`src/rtl/alu_sequencer.sv`:
```
// Command-level controller for the shared 16-bit ALU: takes one {op, a, b, v} command,
// drives the load/launch/read strobe sequence and returns R1/R2/FLAGS on a response channel.
module alu_sequencer #(
    parameter int unsigned DW      = 16,
    parameter int unsigned OPW     = 6,
    parameter int unsigned SETTLE  = 2,
    parameter int unsigned TIMEOUT = 64
) (
    input  logic           CLK,
    input  logic           RST,
    input  logic           cmd_valid,
    output logic           cmd_ready,
    input  logic [OPW-1:0] cmd_op,
    input  logic [DW-1:0]  cmd_a,
    input  logic [DW-1:0]  cmd_b,
    input  logic           cmd_v,
    output logic           rsp_valid,
    input  logic           rsp_ready,
    output logic [DW-1:0]  rsp_r1,
    output logic [DW-1:0]  rsp_r2,
    output logic [DW-1:0]  rsp_flags,
    output logic           rsp_err,
    output logic           busy,
    output logic [DW-1:0]  alu_A,
    output logic           alu_V,
    output logic [OPW-1:0] alu_op,
    output logic           alu_WA,
    output logic           alu_WB,
    output logic           alu_WD,
    output logic [1:0]     alu_WR,
    input  logic [DW-1:0]  alu_R1,
    input  logic [DW-1:0]  alu_R2,
    input  logic [DW-1:0]  alu_FLAGS,
    input  logic           alu_FINP
);

    localparam int unsigned CW = $clog2(TIMEOUT + 1);

    typedef enum logic [2:0] {
        S_IDLE, S_LDA, S_LDB, S_EXEC, S_WAIT, S_RDSEL, S_CAPT, S_RESP
    } state_t;

    state_t         state_q, state_d;
    logic [CW-1:0]  cnt_q, cnt_d;
    logic [OPW-1:0] op_q, op_d;
    logic [DW-1:0]  a_q, a_d, b_q, b_d;
    logic           v_q, v_d;

    logic           cmd_ready_q, cmd_ready_d;
    logic           rsp_valid_q, rsp_valid_d;
    logic [DW-1:0]  rsp_r1_q, rsp_r1_d, rsp_r2_q, rsp_r2_d, rsp_flags_q, rsp_flags_d;
    logic           rsp_err_q, rsp_err_d;
    logic           busy_q, busy_d;
    logic [DW-1:0]  alu_a_q, alu_a_d;
    logic           alu_v_q, alu_v_d;
    logic [OPW-1:0] alu_op_q, alu_op_d;
    logic           alu_wa_q, alu_wa_d, alu_wb_q, alu_wb_d, alu_wd_q, alu_wd_d;
    logic [1:0]     alu_wr_q, alu_wr_d;

    // Outputs are decoded from the next state so they change on the same edge as the state.
    always_comb begin
        state_d     = state_q;
        cnt_d       = cnt_q;
        op_d        = op_q;
        a_d         = a_q;
        b_d         = b_q;
        v_d         = v_q;
        rsp_r1_d    = rsp_r1_q;
        rsp_r2_d    = rsp_r2_q;
        rsp_flags_d = rsp_flags_q;
        rsp_err_d   = rsp_err_q;

        case (state_q)
            S_IDLE: begin
                if (cmd_valid && cmd_ready_q) begin
                    state_d   = S_LDA;
                    op_d      = cmd_op;
                    a_d       = cmd_a;
                    b_d       = cmd_b;
                    v_d       = cmd_v;
                    rsp_err_d = 1'b0;
                end
            end
            S_LDA:  state_d = S_LDB;
            S_LDB:  state_d = S_EXEC;
            S_EXEC: begin
                cnt_d   = '0;
                state_d = S_WAIT;
            end
            S_WAIT: begin
                cnt_d = cnt_q + CW'(1);
                if (!op_q[OPW-1]) begin
                    if (cnt_q == CW'(SETTLE - 1)) state_d = S_RDSEL;
                end else if (alu_FINP) begin
                    state_d = S_RDSEL;
                end else if (cnt_q == CW'(TIMEOUT - 1)) begin
                    state_d     = S_RESP;
                    rsp_err_d   = 1'b1;
                    rsp_r1_d    = '0;
                    rsp_r2_d    = '0;
                    rsp_flags_d = '0;
                end
            end
            S_RDSEL: state_d = S_CAPT;
            S_CAPT: begin
                rsp_r1_d    = alu_R1;
                rsp_r2_d    = alu_R2;
                rsp_flags_d = alu_FLAGS;
                state_d     = S_RESP;
            end
            S_RESP: begin
                if (rsp_ready) state_d = S_IDLE;
            end
            default: state_d = S_IDLE;
        endcase

        cmd_ready_d = (state_d == S_IDLE);
        busy_d      = (state_d != S_IDLE);
        rsp_valid_d = (state_d == S_RESP);
        alu_wa_d    = (state_d == S_LDA);
        alu_wb_d    = (state_d == S_LDB);
        alu_wd_d    = (state_d == S_EXEC);
        alu_wr_d    = (state_d == S_RDSEL || state_d == S_CAPT) ? 2'd3 : 2'd0;
        alu_a_d     = (state_d == S_LDA) ? a_d : ((state_d == S_LDB) ? b_d : '0);
        alu_op_d    = (state_d != S_IDLE && state_d != S_RESP) ? op_d : '0;
        alu_v_d     = (state_d != S_IDLE && state_d != S_RESP) ? v_d : 1'b0;
    end

    always_ff @(posedge CLK) begin
        if (RST) begin
            state_q     <= S_IDLE;
            cnt_q       <= '0;
            op_q        <= '0;
            a_q         <= '0;
            b_q         <= '0;
            v_q         <= 1'b0;
            cmd_ready_q <= 1'b1;
            rsp_valid_q <= 1'b0;
            rsp_r1_q    <= '0;
            rsp_r2_q    <= '0;
            rsp_flags_q <= '0;
            rsp_err_q   <= 1'b0;
            busy_q      <= 1'b0;
            alu_a_q     <= '0;
            alu_v_q     <= 1'b0;
            alu_op_q    <= '0;
            alu_wa_q    <= 1'b0;
            alu_wb_q    <= 1'b0;
            alu_wd_q    <= 1'b0;
            alu_wr_q    <= 2'd0;
        end else begin
            state_q     <= state_d;
            cnt_q       <= cnt_d;
            op_q        <= op_d;
            a_q         <= a_d;
            b_q         <= b_d;
            v_q         <= v_d;
            cmd_ready_q <= cmd_ready_d;
            rsp_valid_q <= rsp_valid_d;
            rsp_r1_q    <= rsp_r1_d;
            rsp_r2_q    <= rsp_r2_d;
            rsp_flags_q <= rsp_flags_d;
            rsp_err_q   <= rsp_err_d;
            busy_q      <= busy_d;
            alu_a_q     <= alu_a_d;
            alu_v_q     <= alu_v_d;
            alu_op_q    <= alu_op_d;
            alu_wa_q    <= alu_wa_d;
            alu_wb_q    <= alu_wb_d;
            alu_wd_q    <= alu_wd_d;
            alu_wr_q    <= alu_wr_d;
        end
    end

    assign cmd_ready = cmd_ready_q;
    assign rsp_valid = rsp_valid_q;
    assign rsp_r1    = rsp_r1_q;
    assign rsp_r2    = rsp_r2_q;
    assign rsp_flags = rsp_flags_q;
    assign rsp_err   = rsp_err_q;
    assign busy      = busy_q;
    assign alu_A     = alu_a_q;
    assign alu_V     = alu_v_q;
    assign alu_op    = alu_op_q;
    assign alu_WA    = alu_wa_q;
    assign alu_WB    = alu_wb_q;
    assign alu_WD    = alu_wd_q;
    assign alu_WR    = alu_wr_q;

endmodule

```
`config.mk`:
```
export PLATFORM = sky130hd
export DESIGN_NAME = alu_sequencer
export DESIGN_NICKNAME = d
export VERILOG_FILES = /design/src/rtl/alu_sequencer.sv
export SDC_FILE = /design/constraint.sdc
export NUM_CORES = 1
export LEC_CHECK = 0
export ABC_AREA = 1
export CELL_PAD_IN_SITES_DETAIL_PLACEMENT = 1
export CELL_PAD_IN_SITES_GLOBAL_PLACEMENT = 2
export CORE_MARGIN = 10
export CORE_UTILIZATION = 33
export DETAILED_ROUTE_END_ITERATION = 12
export DONT_BUFFER_PORTS = 1
export GPL_TIMING_DRIVEN = 0
export HOLD_SLACK_MARGIN = 0.05
export PLACE_DENSITY = 0.8
export SKIP_LAST_GASP = 1
export SLEW_MARGIN = 20
export SYNTH_ARGS = -nofsm -noshare
export SYNTH_HDL_FRONTEND = slang
export SYNTH_SLANG_ARGS = --single-unit
```
`constraint.sdc`:
```
create_clock -name CLK -period 1.94 [get_ports CLK]
set_clock_uncertainty 0.1 [all_clocks]
set_input_delay 0.291 -clock CLK [delete_from_list [all_inputs] [get_ports CLK]]
set_output_delay 0.291 -clock CLK [all_outputs]
set_load 0.005 [all_outputs]
```
==> impl.org, run 1 <==
** Logic synthesis
- During synthesis, Yosys emitted a total of 0 warnings.
- A synthesized cell averages 7.78 sq um.
- Count of flip-flops with a built-in enable after synthesis :: 0
- Gate count of the mapped netlist :: 537
- Commonest register cell after synthesis :: sky130_fd_sc_hd__dfxtp_1
- Ranked by total cell area, the synthesized netlist is headed by sky130_fd_sc_hd__dfxtp_1, sky130_fd_sc_hd__nand2_1, sky130_fd_sc_hd__a21oi_1.
- FF+latch count, synth :: 112
- Synthesis produced a netlist with a net count of 631.
- sky130_fd_sc_hd__dfxtp_1 takes more of the synthesized area than any other cell.
- Area share of the largest cell type after synthesis :: 0.537
- For this run, the register share of the synthesized area comes to 0.537.
- The number of different library cells used by synthesis comes to 31.
- By instance count, the leading cell after synthesis is sky130_fd_sc_hd__nand2_1.
- Post-synth top cells :: sky130_fd_sc_hd__nand2_1, sky130_fd_sc_hd__dfxtp_1, sky130_fd_sc_hd__a21oi_1
- Cell area after synthesis :: 4180 sq um
- Share of synthesized flip-flops with an asynchronous set or reset :: 0

** Clock tree
- Max H-tree Level :: 3
- The clock passes through at most 2 buffers.
- Sink count of the clock tree :: 112
- Clock-pin slew on the worst setup and hold paths :: 0.07 ns
- Worst-skew pair later-pin latency :: 0.35 ns
- Buffers added to address setup during post-CTS repair amount to 0.
- TritonCTS built the clock tree.
- Total CTS buffers :: 9
- Root buffer cell :: sky130_fd_sc_hd__clkbuf_16

** Power and ir drop
- The worst-case IR drop observed on VDD is 0.475 mV.
- The analysis attributes to cell leakage a power of 0.00204 uW.
- Total Power Consumption :: 5650 uW
- Dividing total power by cell area gives a power density of 1050 nW/um^2.

** Timing
- Slack of the critical path :: 0.0968 ns
- In this run the tightest slew margin relative to its limit is 0.571.
- The worst path in the final design needs a cycle of 1.84 ns, including I/O delays and setup.
- Final hold analysis gives a worst-case slack of 0.0796 ns.
- Maximum frequency from static timing analysis :: 0.543 GHz
- At the pin with the least slew margin, the transition time is 0.643 ns.
- Period Utilization, post-route :: 0.950
- Count of endpoints failing setup in the final report :: 0
- Total negative slack :: 0 ns
- Setup repair after global routing could not meet its margin everywhere.
- The final-report max-slew violation count came to 0.
- The count of final hold-check violations is 0.

** Placement
- Prior to clock tree synthesis, the placed netlist has a worst setup slack of -0.148 ns.
- Routability-driven placement finished with a final weighted congestion of 0.803.
- Total of buffers placed on input and output ports :: 0
- Hpwl dp :: 9860 um

** Route
- After detailed routing, the number of remaining DRC violations is 0.
- The count of nets left with antenna violations once routing finished came out at 0.
- Via Count :: 3758
- The routed design has 13900 um of wire.
- WL per Instance :: 17.5 um
- The first detailed-routing pass ran for 4 iterations.
- Detailed Route Iter0 Violations :: 145
- Mean number of vias per cell :: 4.73

** Min path
- Path type of the worst min-delay path :: in -> reg

** Worst setup path
- Required time worst endpoint :: 2.11 ns
- Max incr delay on CP :: 0.35 ns
- Critical-path maximum fanout :: 10
- The worst setup path is captured at a flop.
- For this design, the slowest cell found on the critical path is sky130_fd_sc_hd__dfxtp_2.
- Critical path startpoint category :: flop
- CP Cell Sequence :: ha_2 > nand2_1 > nor2_1 > nand2_1 > nor2_2 > o21ai_2 > buf_4 > buf_6 > nand2_1 > a21oi_1
- Across all register-to-register paths, the minimum setup slack is 0.1 ns.
- The critical path contains buffers and inverters numbering 2 combined.
- Critical path class :: reg -> reg
- In this design, the largest share of critical-path delay is due to buffers and inverters.
- Counting stages on the worst path, the most repeated cell is sky130_fd_sc_hd__nand2_1.
- Data arrives at the worst endpoint at 2.01 ns.

** Floorplan
- Core area :: 12500 sq um
- The initialized floorplan defines 41 standard-cell rows.
- Number of primary I/O pins :: 172
- Width of the die :: 133 um
- The die covers 17600 sq um.
- Effective utilization at floorplan :: 0.334
- The floorplan step set the die height to 133 um.

** Layout
- The layout has 1538 filler cells.
- Layout Utilization :: 0.432
- Across the whole layout, storage elements account for 2240 sq um.
- In the final layout, the share of cells above drive strength 1 is 0.0852.
- At the end of the flow, the number of nets in the layout was 712.
- Layout area overhead :: 29.3%
- The multi-input combinational cells in the finished layout cover a total of 1580 sq um.

** Global route
- In the global route stage, overall resource usage came out at 0.156.
- Number of global-route vias before repair :: 4010
- Largest net degree at the start of global routing :: 18
- The first global-routing pass estimated 22000 um of wire.
- Remaining global-route overflow :: 0
- The initial antenna violation count is 1.

** Flow run
- Number of max-cap violations :: 0

** Status
- Status :: complete, no violations
-- repair_timing --
item | 4_1_cts | 5_1_grt
pin swaps | 0 | 0
hold buffers | 70 | 0
gates cloned | 0 | 0
setup endpoints to repair | 9 | 43
hold endpoints to repair | 76 | 0
gates resized for setup | 1 | 9
-- power breakdown --
group | internal [uW] | switching (uW)
registers | 2560 | 141
clock network | 938 | 824
logic | 452 | 737
total | 3950 | 1700
-- placed cells by master (no fill, tap or decap), types with 2 or more instances in the layout --
cell,synthesis,layout
sky130_fd_sc_hd__mux2i_1,6,6
sky130_fd_sc_hd__dfxtp_1,112,110
sky130_fd_sc_hd__clkinv_2,1,3
sky130_fd_sc_hd__a211oi_1,2,2
sky130_fd_sc_hd__clkbuf_1,16,15
sky130_fd_sc_hd__nand2_1,151,149
sky130_fd_sc_hd__a221oi_1,2,2
sky130_fd_sc_hd__inv_1,49,49
sky130_fd_sc_hd__a21oi_2,5,5
sky130_fd_sc_hd__nand2_2,1,2
sky130_fd_sc_hd__o21ai_2,2,2
sky130_fd_sc_hd__dfxtp_2,0,2
sky130_fd_sc_hd__nor2_1,62,60
sky130_fd_sc_hd__clkbuf_16,0,9
sky130_fd_sc_hd__clkbuf_8,0,2
sky130_fd_sc_hd__o21ai_0,8,8
sky130_fd_sc_hd__nand3_1,10,9
sky130_fd_sc_hd__buf_6,4,4
sky130_fd_sc_hd__nor2_2,0,2
sky130_fd_sc_hd__a21oi_1,79,79
sky130_fd_sc_hd__buf_4,6,6
sky130_fd_sc_hd__buf_2,7,7
sky130_fd_sc_hd__dlygate4sd3_1,0,70
-- worst reg2reg max path, stage by stage (launching register included) --
cell and delay, ns:
sky130_fd_sc_hd__dfxtp_2 0.35, sky130_fd_sc_hd__ha_2 0.20, sky130_fd_sc_hd__nand2_1 0.09, sky130_fd_sc_hd__nor2_1 0.05
sky130_fd_sc_hd__nand2_1 0.09, sky130_fd_sc_hd__nor2_2 0.06, sky130_fd_sc_hd__o21ai_2 0.23, sky130_fd_sc_hd__buf_4 0.25
sky130_fd_sc_hd__buf_6 0.16, sky130_fd_sc_hd__nand2_1 0.06, sky130_fd_sc_hd__a21oi_1 0.14
-- layer usage --
| layer | GRT usage | vias to the layer above | part of all wire |
|---|---|---|---|
| li1 | - | 1847 | - |
| met1 | 0.179 | 1757 | 0.42 |
| met2 | 0.254 | 133 | 0.47 |
| met3 | 0.0583 | 21 | 0.083 |
| met4 | 0.0654 | 0 | 0.023 |
| met5 | 0 | - | 0 |
-- registers in the layout (all words and copies together) (netlist names), 3 cells and up --
| name | cells |
|---|---|
| rsp_flags | 16 |
| rsp_r2 | 16 |
| rsp_r1 | 16 |
| b_q | 16 |
| alu_A | 16 |
| cnt_q | 7 |
| state_q | 3 |
| alu_op | 6 |
| op_q | 6 |
-- final cells by class --
cell class              instances  area share
diodes                          1    0.000463
plain buffers                  33      0.0343
clock buffers                  11      0.0468
clock inverters                 4     0.00509
inverters                      52      0.0364
multi-input cells             340       0.292
flip-flops and latches        112       0.415
well taps                     172      0.0398
repair buffers                 70       0.130
-- cells by family (layout without fill, tap and decap cells) --
family,count (synthesis),count (layout),share of synthesized area
other cells,0,1,0
fa+ha+maj,2,2,0.00599
buf+inv,85,170,0.0913
flops,112,112,0.537
mux,6,6,0.0144
simple gates,231,231,0.220
compound gates,101,101,0.132
-- worst paths after layout --
kind,from,depth (start not counted),endpoint
worst max-delay path,cnt_q[0],10,rsp_flags[13]
worst min-delay path,cmd_op[5],2,alu_op[5]
worst max register to register,cnt_q[0],10,rsp_flags[13]
worst min register to register,cnt_q[0],1,cnt_q[0]
-- metrics by stage --
stage,instances,cell area [sq um]
6_report,795,5400
3_3_place_gp,709,4390
5_1_grt,795,5400
3_5_place_dp,709,4390
4_1_cts,794,5380
2_1_floorplan,537,4180
(Power assumes the default switching activity.)
==> run 2, diff against run 1 <==
CAP_MARGIN = 10   (was not set)
CTS_CLUSTER_DIAMETER = 100   (was not set)
REMOVE_ABC_BUFFERS = 1   (was not set)
==> run 2 against run 1 <==
  * The run now ends with hold timing left
  * Clock power up 11%
  * Fmax rose by 1.0%
  * Routed wire length down 9.2%
  * Critical path type unchanged
  * Largest power group unchanged
==> impl.org, run 2 (same netlist as run 1, synthesis figures left out) <==
** Status
- The flow ran to the end, but the final reports show violations.
- Violations in the final reports :: hold timing

** Power and ir drop
- Maximum vdd drop :: 0.553 mV (+16%)
- The part of the power in combinational logic is 0.180 (-0.030).
- The power density over the cells came to 1170 nW/um^2 (+12%).
- Sw Pwr :: 1650 uW (-3.2%)
- Leakage dissipation :: 0.00178 uW (-13%)
- Share of power burned in the clock network :: 0.342 (+0.030)
- The net switching fraction of the power was 0.289 (-0.0120).
- Power Internal :: 4050 uW (+2.5%)
- Total Power Consumption :: 5690 uW (+0.78%)
- Part of the total power dissipated in sequential elements :: 0.478 (about the same)

** Flow run
- The max-cap violation count came to 0 (unchanged).

** Route
- The post-detailed-route DRC marker count came to 0 (unchanged).
- Final ANT Viol Nets :: 0 (unchanged)
- The first-pass detailed-route iteration total came to 4 (unchanged).
- The count of routing violations after the opening detailed-route iteration came to 106 (-27%).
- Mean number of vias per cell :: 4.84 (+2.3%)
- WL per Instance :: 17.8 um (+1.4%)
- Aggregate routed wire length :: 12700 um (-9.2%)
- The total vias in the final route came to 3444 (-8.4%).

** Layout
- Area taken by multi-input logic gates :: 1660 sq um (+5.1%)
- The number of filler instances in the final layout came to 1535 (-0.20%).
- Antenna diode count :: 0 (-1)
- Layout area overhead :: 16.0%
- The post-layout net count was 630 (-12%).
- The share of cells above drive strength 1 came to 0.0870 (+0.00183).
- The library cell used most frequently in the layout, excluding fill and tap cells, is sky130_fd_sc_hd__nand2_1.
- The top cell types in the final layout, fill and taps aside, are sky130_fd_sc_hd__nand2_1, sky130_fd_sc_hd__dfxtp_1, sky130_fd_sc_hd__a21oi_1.
- The sequential standard cell area came to 2250 sq um (about the same).
- The number of non-filler instances in the completed layout came to 712 (-10%).

** Global route
- The pin count of the biggest net entering global routing came to 100 (+82).
- The aggregate global routing overflow came to 0 (unchanged).
- The initial antenna violation count came to 0 (-1).
- The overall track demand over capacity in global routing is 0.142 (-0.0139).
- The number of global-route vias before repair came to 3650 (-9.0%).
- The wire length of the first global-routing pass came to 20100 um (-8.7%).

** Clock tree
- The count of hold-fix buffers inserted at cts came to 10 (-86%).
- Clock-pin slew on the worst setup and hold paths :: 0.07 ns (about the same)
- Worst-skew pair later-pin latency :: 0.35 ns (about the same)
- The buffer levels on the longest clock path is 2 (unchanged).
- The number of H-tree levels was 3 (unchanged).
- Clock tree synthesis selected as its root buffer the cell sky130_fd_sc_hd__clkbuf_16.
- TritonCTS built the clock tree.
- The clock net sink count is 112 (unchanged).
- The number of buffers added by the clock tree synthesis step came to 9 (unchanged).

** Worst setup path
- The setup path with the least slack is of type reg -> reg.
- Crit-path slowest cell :: sky130_fd_sc_hd__dlygate4sd3_1
- The most critical setup path has its endpoint at cnt_q[1].
- Max incr delay on CP :: 0.54 ns (+0.19 ns)
- Critical-path maximum fanout :: 7 (-3)
- Worst r2r src :: state_q[2]
- Critical path arrival :: 1.96 ns (-0.05 ns)
- Endpoint type of the worst setup path :: flop
- The depth of the worst register-to-register path is 7 (-3).
- CP Cell Sequence :: inv_2 > nand3_1 > nand2_1 > o22ai_1 > inv_1 > nor2_1 > dlygate4sd3_1
- STA classifies the critical path startpoint as a flop.
- The register-to-register path setup slack was 0.12 ns (+0.02 ns).
- Required time worst endpoint :: 2.07 ns (-0.04 ns)
- The worst register-to-register path ends at cnt_q[1].
- Start point of the critical path :: state_q[2]

** Timing
- The share of the clock period used by the worst path after layout came to 0.940 (-0.00968).
- Setup repair after global routing could not meet its margin everywhere.
- Rel. slew slack :: 0.706 (+0.134)
- Hold_ws :: -0.0917 ns (-0.171 ns)
- The count of final hold-check violations came to 94 (+94).
- The final setup violation count came to 0 (unchanged).
- Count of pins over their slew limit :: 0 (unchanged)
- The worst-margin pin slew was 0.441 ns (-0.202 ns).
- Final period demand of the worst path :: 1.82 ns (-0.0188 ns)
- The highest clock rate is 0.548 GHz (+1.0%).

** Placement
- The final RePlAce weighted congestion came to 0.737 (-8.3%).
- The total half-perimeter wirelength after legalization and detailed placement is 8570 um (-13%).
- The number of placed instances, taps included came to 679 (-4.2%).
- The number of I/O port buffers came to 0 (unchanged).

** Floorplan
- Floorplan die area :: 17600 sq um (unchanged)
- Total number of placement rows :: 41 (unchanged)
- The die extent in x came to 133 um (unchanged).
- Number of primary I/O pins :: 172 (unchanged)
- Core area :: 12500 sq um (unchanged)
- The y dimension of the die is 133 um (unchanged).
- The starting density of the core was 0.334 (unchanged).

** Min path
- Path type of the worst min-delay path :: in -> reg
[run 2: cell type report]
cell class / instances / area share
multi-input combinational: 343 / 0.342
tap: 172 / 0.0444
sequential: 112 / 0.463
clock buffer: 10 / 0.0472
clock inverter: 5 / 0.0168
inverter: 52 / 0.0416
timing repair buffer: 18 / 0.0447
[run 2: worst max-delay path: cells and delay by family (launching register included)]
kind,cells,cell delay [ns]
compound gates,1,0.09
buf+inv,3,0.83
flops,1,0.37
simple gates,3,0.33
[run 2: worst min path at each step]
| stage | depth (start not counted) | to | startpoint | slack (ns) |
|---|---|---|---|---|
| final | 1 | alu_A[15] | RST | -0.09 |
| after global placement | 1 | b_q[13] | RST | 0.27 |
| after detailed placement | 1 | alu_A[15] | RST | 0.27 |
| after floorplan | 1 | alu_A[0] | RST | 0.26 |
| after CTS | 1 | alu_A[15] | RST | -0.11 |
| after global routing | 1 | alu_A[15] | RST | -0.10 |
[run 2: repair_timing]
action	in CTS	in global routing
gates cloned	3	0
gates resized for setup	4	12
pin swaps	4	2
endpoints found under the hold margin	104	94
setup buffers	3	2
endpoints found under the setup margin	66	63
[run 2: power groups by stage]
stage	clock (uW)	combinational [uW]	sequential (uW)
after floorplan	0	701	2710
after global placement	0	869	2750
after detailed placement	0	912	2760
after CTS	2020	1020	2730
after global routing	2130	1190	2750
final	1950	1020	2720
[run 2: routing by layer]
| metal | vias up | wire [um] | global-route usage |
|---|---|---|---|
| met5 | - | 0 | 0 |
| met4 | 0 | 162 | 0.0495 |
| met3 | 12 | 1520 | 0.0749 |
| met2 | 143 | 5950 | 0.233 |
| met1 | 1605 | 5030 | 0.152 |
| li1 | 1684 | - | - |
[run 2: stage by stage]
stage / setup slack, ns / cell area, sq um / setup TNS (ns) / utilization / hold WS [ns]
floorplan: -0.534 / 3990 / -30.31 / - / 0.260
global placement: -1.44 / 4210 / -106.64 / 0.336 / 0.273
detailed placement: -0.652 / 4280 / -14.43 / 0.342 / 0.275
CTS: 0.0198 / 4770 / 0 / 0.381 / -0.107
global route: -0.0187 / 4850 / -0.0349 / 0.387 / -0.102
finish: 0.116 / 4850 / 0 / 0.387 / -0.0917
==> run 3, diff against run 2 <==
ABC_AREA = not set   (was 1)
CORE_UTILIZATION = 36   (was 33)
==> run 3 against run 2 <==
  * The run ends with hold timing, setup timing left
  * Utilization increased by 7.4 points
  * Register-to-register slack got worse by 0.18 ns
  * Critical endpoint is now alu_A[10]
  * Synthesized cell count decreased by 8.6%
  * Worst setup slack got worse by 0.18 ns
  * First-iteration DRC count increased by 130%
  * Critical path type unchanged
  * Highest routed layer unchanged
  * Power increased by 32%
==> impl.org, run 3 <==
** Worst setup path
- Critical path arrival :: 2.23 ns (+0.27 ns)
- The startpoint identified for the worst register-to-register timing path is cnt_q[1].
- Reg-to-reg critical path endpoint :: alu_A[10]
- The slowest stage of the critical path belongs to the cell sky130_fd_sc_hd__dfxtp_4.
- CP Cell Sequence :: ha_4 > or2b_4 > o21ba_4 > nor3_4 > o21ai_4 > buf_12 > o31ai_4
- The critical path ends at alu_A[10].
- The depth of the worst register-to-register path is 7 (unchanged).
- The worst setup path is captured at a flop.
- In this run the worst setup path begins at cnt_q[1].
- The register-to-register path setup slack was -0.06 ns (-0.18 ns).
- The worst-path maximum fanout came to 18 (+11).
- Max incr delay on CP :: 0.36 ns (-0.18 ns)
- Required time worst endpoint :: 2.17 ns (+0.10 ns)
- Critical path class :: reg -> reg
- The worst setup path is launched from a flop.

** Logic synthesis
- Yosys attributes the largest share of cell area to sky130_fd_sc_hd__dfxtp_1, sky130_fd_sc_hd__a22oi_1, sky130_fd_sc_hd__nor2_1.
- Share of synthesized flip-flops with an asynchronous set or reset :: 0 (unchanged)
- Post-synth top cells :: sky130_fd_sc_hd__dfxtp_1, sky130_fd_sc_hd__nor2_1, sky130_fd_sc_hd__a22oi_1
- The share of the yosys chip area belonging to registers is 0.539 (+0.00242).
- sky130_fd_sc_hd__dfxtp_1 takes more of the synthesized area than any other cell.
- The number of storage elements in the synthesis netlist is 128 (+14%).
- Most frequently used cell type in the post-synthesis netlist :: sky130_fd_sc_hd__dfxtp_1
- The number of distinct library cell variants in the gate-level netlist after synthesis came to 51 (+65%).
- Cell area after synthesis :: 4750 sq um (+14%)
- The average instance area after synthesis is 9.68 sq um (+24%).
- The number of warnings printed during yosys synthesis was 0 (unchanged).
- Gate count of the mapped netlist :: 491 (-8.6%)
- Among all flip-flop cells after synthesis, the most frequent one is sky130_fd_sc_hd__dfxtp_1.
- The area share of the largest cell type after synthesis came to 0.539 (+0.00242).
- Count of flip-flops with a built-in enable after synthesis :: 0 (unchanged)

** Layout
- Final-stage net count :: 592 (-6.0%)
- Leaving out fill and tap cells, the most frequent cell in the layout is sky130_fd_sc_hd__dfxtp_1.
- Layout area overhead :: 23.9%
- Most used cells in the layout excluding fill and tap cells :: sky130_fd_sc_hd__dfxtp_1, sky130_fd_sc_hd__nor2_1, sky130_fd_sc_hd__a22oi_1
- Register area :: 2580 sq um (+15%)
- Antenna diode count :: 0 (unchanged)
- The final design utilization came to 0.461 (+0.0740).
- The number of filler instances in the final layout is 1391 (-9.4%).
- Share of post-route cells with drive strength above 1 :: 0.216 (+0.129)
- Area taken by multi-input logic gates :: 2210 sq um (+33%)

** Timing
- The highest clock rate came to 0.499 GHz (-9.0%).
- Count of endpoints failing setup in the final report :: 25 (+25)
- The normalized max-slew margin is 0.498 (-0.207).
- Slack of the critical path :: -0.0644 ns (-0.180 ns)
- The shortest clock period the worst path allows after layout is 2.00 ns (+0.180 ns).
- Final count of hold timing violations :: 105 (+12%)
- Hold_ws :: -0.131 ns (-0.0396 ns)
- The worst-margin pin slew came to 0.752 ns (+0.311 ns).
- Count of pins over their slew limit :: 0 (unchanged)
- The share of the clock period used by the worst path after layout was 1.03 (+0.0928).
- Setup repair after global routing could not meet its margin everywhere.

** Placement
- The total half-perimeter wirelength after legalization and detailed placement was 9640 um (+12%).
- The final RePlAce weighted congestion was 0.780 (+5.8%).
- The number of I/O port buffers came to 0 (unchanged).
- The placement-stage worst setup slack came to -1.02 ns (-0.363 ns).

** Global route
- The initial antenna violation count is 0 (unchanged).
- Grt met3 use :: 0.0519 (-0.0230)
- The met1 capacity usage during global routing is 0.176 (+0.0239).
- The overall track demand over capacity in global routing was 0.161 (+0.0191).
- The number of global-route vias before repair is 3971 (+8.8%).
- Busiest layer in global routing :: met2
- The fraction of met2 tracks used by global routing came to 0.269 (+0.0360).
- First-pass GRT wire length :: 22800 um (+13%)
- The aggregate global routing overflow was 0 (unchanged).
- Largest net degree at the start of global routing :: 110 (+10%)

** Power and ir drop
- Sw Pwr :: 2120 uW (+29%)
- The internal cell power was 5380 uW (+33%).
- Part of the power in combinational logic :: 0.194 (+0.014)
- The leakage power came to 0.00211 uW (+19%).
- Part of the total power dissipated in sequential elements :: 0.402 (-0.076)
- The peak supply drop was 0.626 mV (+13%).
- Net Sw Frac :: 0.283 (-0.00652)
- Total Power Consumption :: 7510 uW (+32%)
- The part of the total power dissipated in the clock network came to 0.404 (+0.062).
- Pwr/cell area :: 1270 nW/um^2 (+8.4%)

** Floorplan
- Floorplan die area :: 18200 sq um (+3.6%)
- Core area :: 12800 sq um (+2.0%)
- DIE HEIGHT :: 135 um (+1.8%)
- Effective utilization at floorplan :: 0.372 (+0.0384)
- Number of primary I/O pins :: 172 (unchanged)
- Width of the die :: 135 um (+1.8%)
- The total number of placement rows was 41 (unchanged).

** Route
- The detailed-route wire length per cell came to 22.5 um (+27%).
- The post-detailed-route DRC marker count came to 0 (unchanged).
- The count of routing violations after the opening detailed-route iteration was 246 (+130%).
- The number of antenna-violating nets in the routed design is 0 (unchanged).
- Router iterations before antenna repair :: 4 (unchanged)
- The routed wire length was 15400 um (+21%).
- Via Count :: 3750 (+8.9%)
- Mean number of vias per cell :: 5.50 (+14%)

** Status
- The run finished, with violations left.
- Violations in the final reports :: hold timing, setup timing

** Clock tree
- Worst-skew pair later-pin latency :: 0.41 ns (+0.06 ns)
- The number of buffers added by the clock tree synthesis step came to 17 (+8).
- The buffer levels on the longest clock path came to 2 (unchanged).
- The clock net sink count came to 128 (+14%).
- The count of hold-fix buffers inserted at cts is 3 (-7).
- CTS placed an instance of sky130_fd_sc_hd__clkbuf_16 at the clock tree root.
- The clock-pin transition on the worst setup and hold timing paths was 0.06 ns (about the same).
- The number of H-tree levels was 4 (+1).
- CTS tree :: built

** Min path
- The cell count of the worst hold path came to 1 (unchanged).
- Path type of the worst min-delay path :: in -> reg

** Flow run
- Number of max-cap violations :: 0 (unchanged)
run 3: changes by cell type in the layout (fill, tap and decap cells not counted), moves of 10 or more:
cell	before	now
sky130_fd_sc_hd__nor2_1	60	83
sky130_fd_sc_hd__o31ai_2	0	13
sky130_fd_sc_hd__mux2i_1	6	22
sky130_fd_sc_hd__a21oi_1	79	23
sky130_fd_sc_hd__o21ai_0	8	18
sky130_fd_sc_hd__a22oi_1	0	46
sky130_fd_sc_hd__nand2_1	149	27
sky130_fd_sc_hd__inv_1	49	1
sky130_fd_sc_hd__dfxtp_1	109	121
sky130_fd_sc_hd__buf_4	3	17
run 3: timing repair:
action,CTS,global route
gates resized for setup,34,24
buffers inserted,16,8
pin swaps,11,8
endpoints found under the hold margin,125,114
cloned,2,1
setup endpoints to repair,120,72
run 3: layer usage:
metal | wire length, um | share of wire
met4 | 468 | 0.030
met2 | 8010 | 0.52
met5 | 0 | 0
met3 | 918 | 0.060
met1 | 5970 | 0.39
run 3: worst min path at each step:
stage	start	endpoint	slack [ns]
after floorplan	RST	state_q[1]	0.26
after global placement	RST	a_q[3]	0.28
after detailed placement	RST	a_q[3]	0.28
after CTS	RST	a_q[3]	-0.15
after global routing	RST	a_q[6]	-0.14
final	RST	a_q[3]	-0.13
run 3: kinds of logic after synthesis:
logic type | synth area share
XOR/XNOR | 0.00184
adder cells (fa/ha/maj) | 0.00526
multiplexers | 0.0484
buffers and inverters | 0.0455
flip-flops | 0.539
AND/OR/NAND/NOR | 0.170
AO/OA/AOI/OAI | 0.190
run 3: critical path: cells and delay by family (launching register included):
kind,cells,cell delay (ns)
and+or+nand+nor,2,0.62
DFF,1,0.36
adders and majority gates,1,0.13
buffers and inverters,1,0.17
AOI/OAI and AO/OA,3,0.53
run 3: metrics by stage:
step / TNS, ns / cell area (sq um) / instances
floorplan: -52.58 / 4540 / 448
global placement: -131.48 / 4760 / 620
detailed placement: -61.18 / 4840 / 623
CTS: -0.807 / 5720 / 674
global route: -2.98 / 5890 / 682
finish: -1.14 / 5890 / 682
run 3: final cells by class:
cell class / count / area share
multi-input combinational: 322 / 0.375
clock inverter: 7 / 0.0144
inverter: 1 / 0.000637
clock buffer: 24 / 0.0801
sequential: 128 / 0.439
tap: 172 / 0.0365
timing repair buffer: 28 / 0.0548
run 3: power groups by stage:
| stage | Sequential [uW] | Clock [uW] | Combinational, uW |
|---|---|---|---|
| finish | 3020 | 3030 | 1450 |
| global route | 3050 | 3210 | 1570 |
| CTS | 3030 | 3070 | 1320 |
| detailed placement | 3080 | 0 | 1020 |
| global placement | 3060 | 0 | 952 |
| floorplan | 3010 | 0 | 743 |
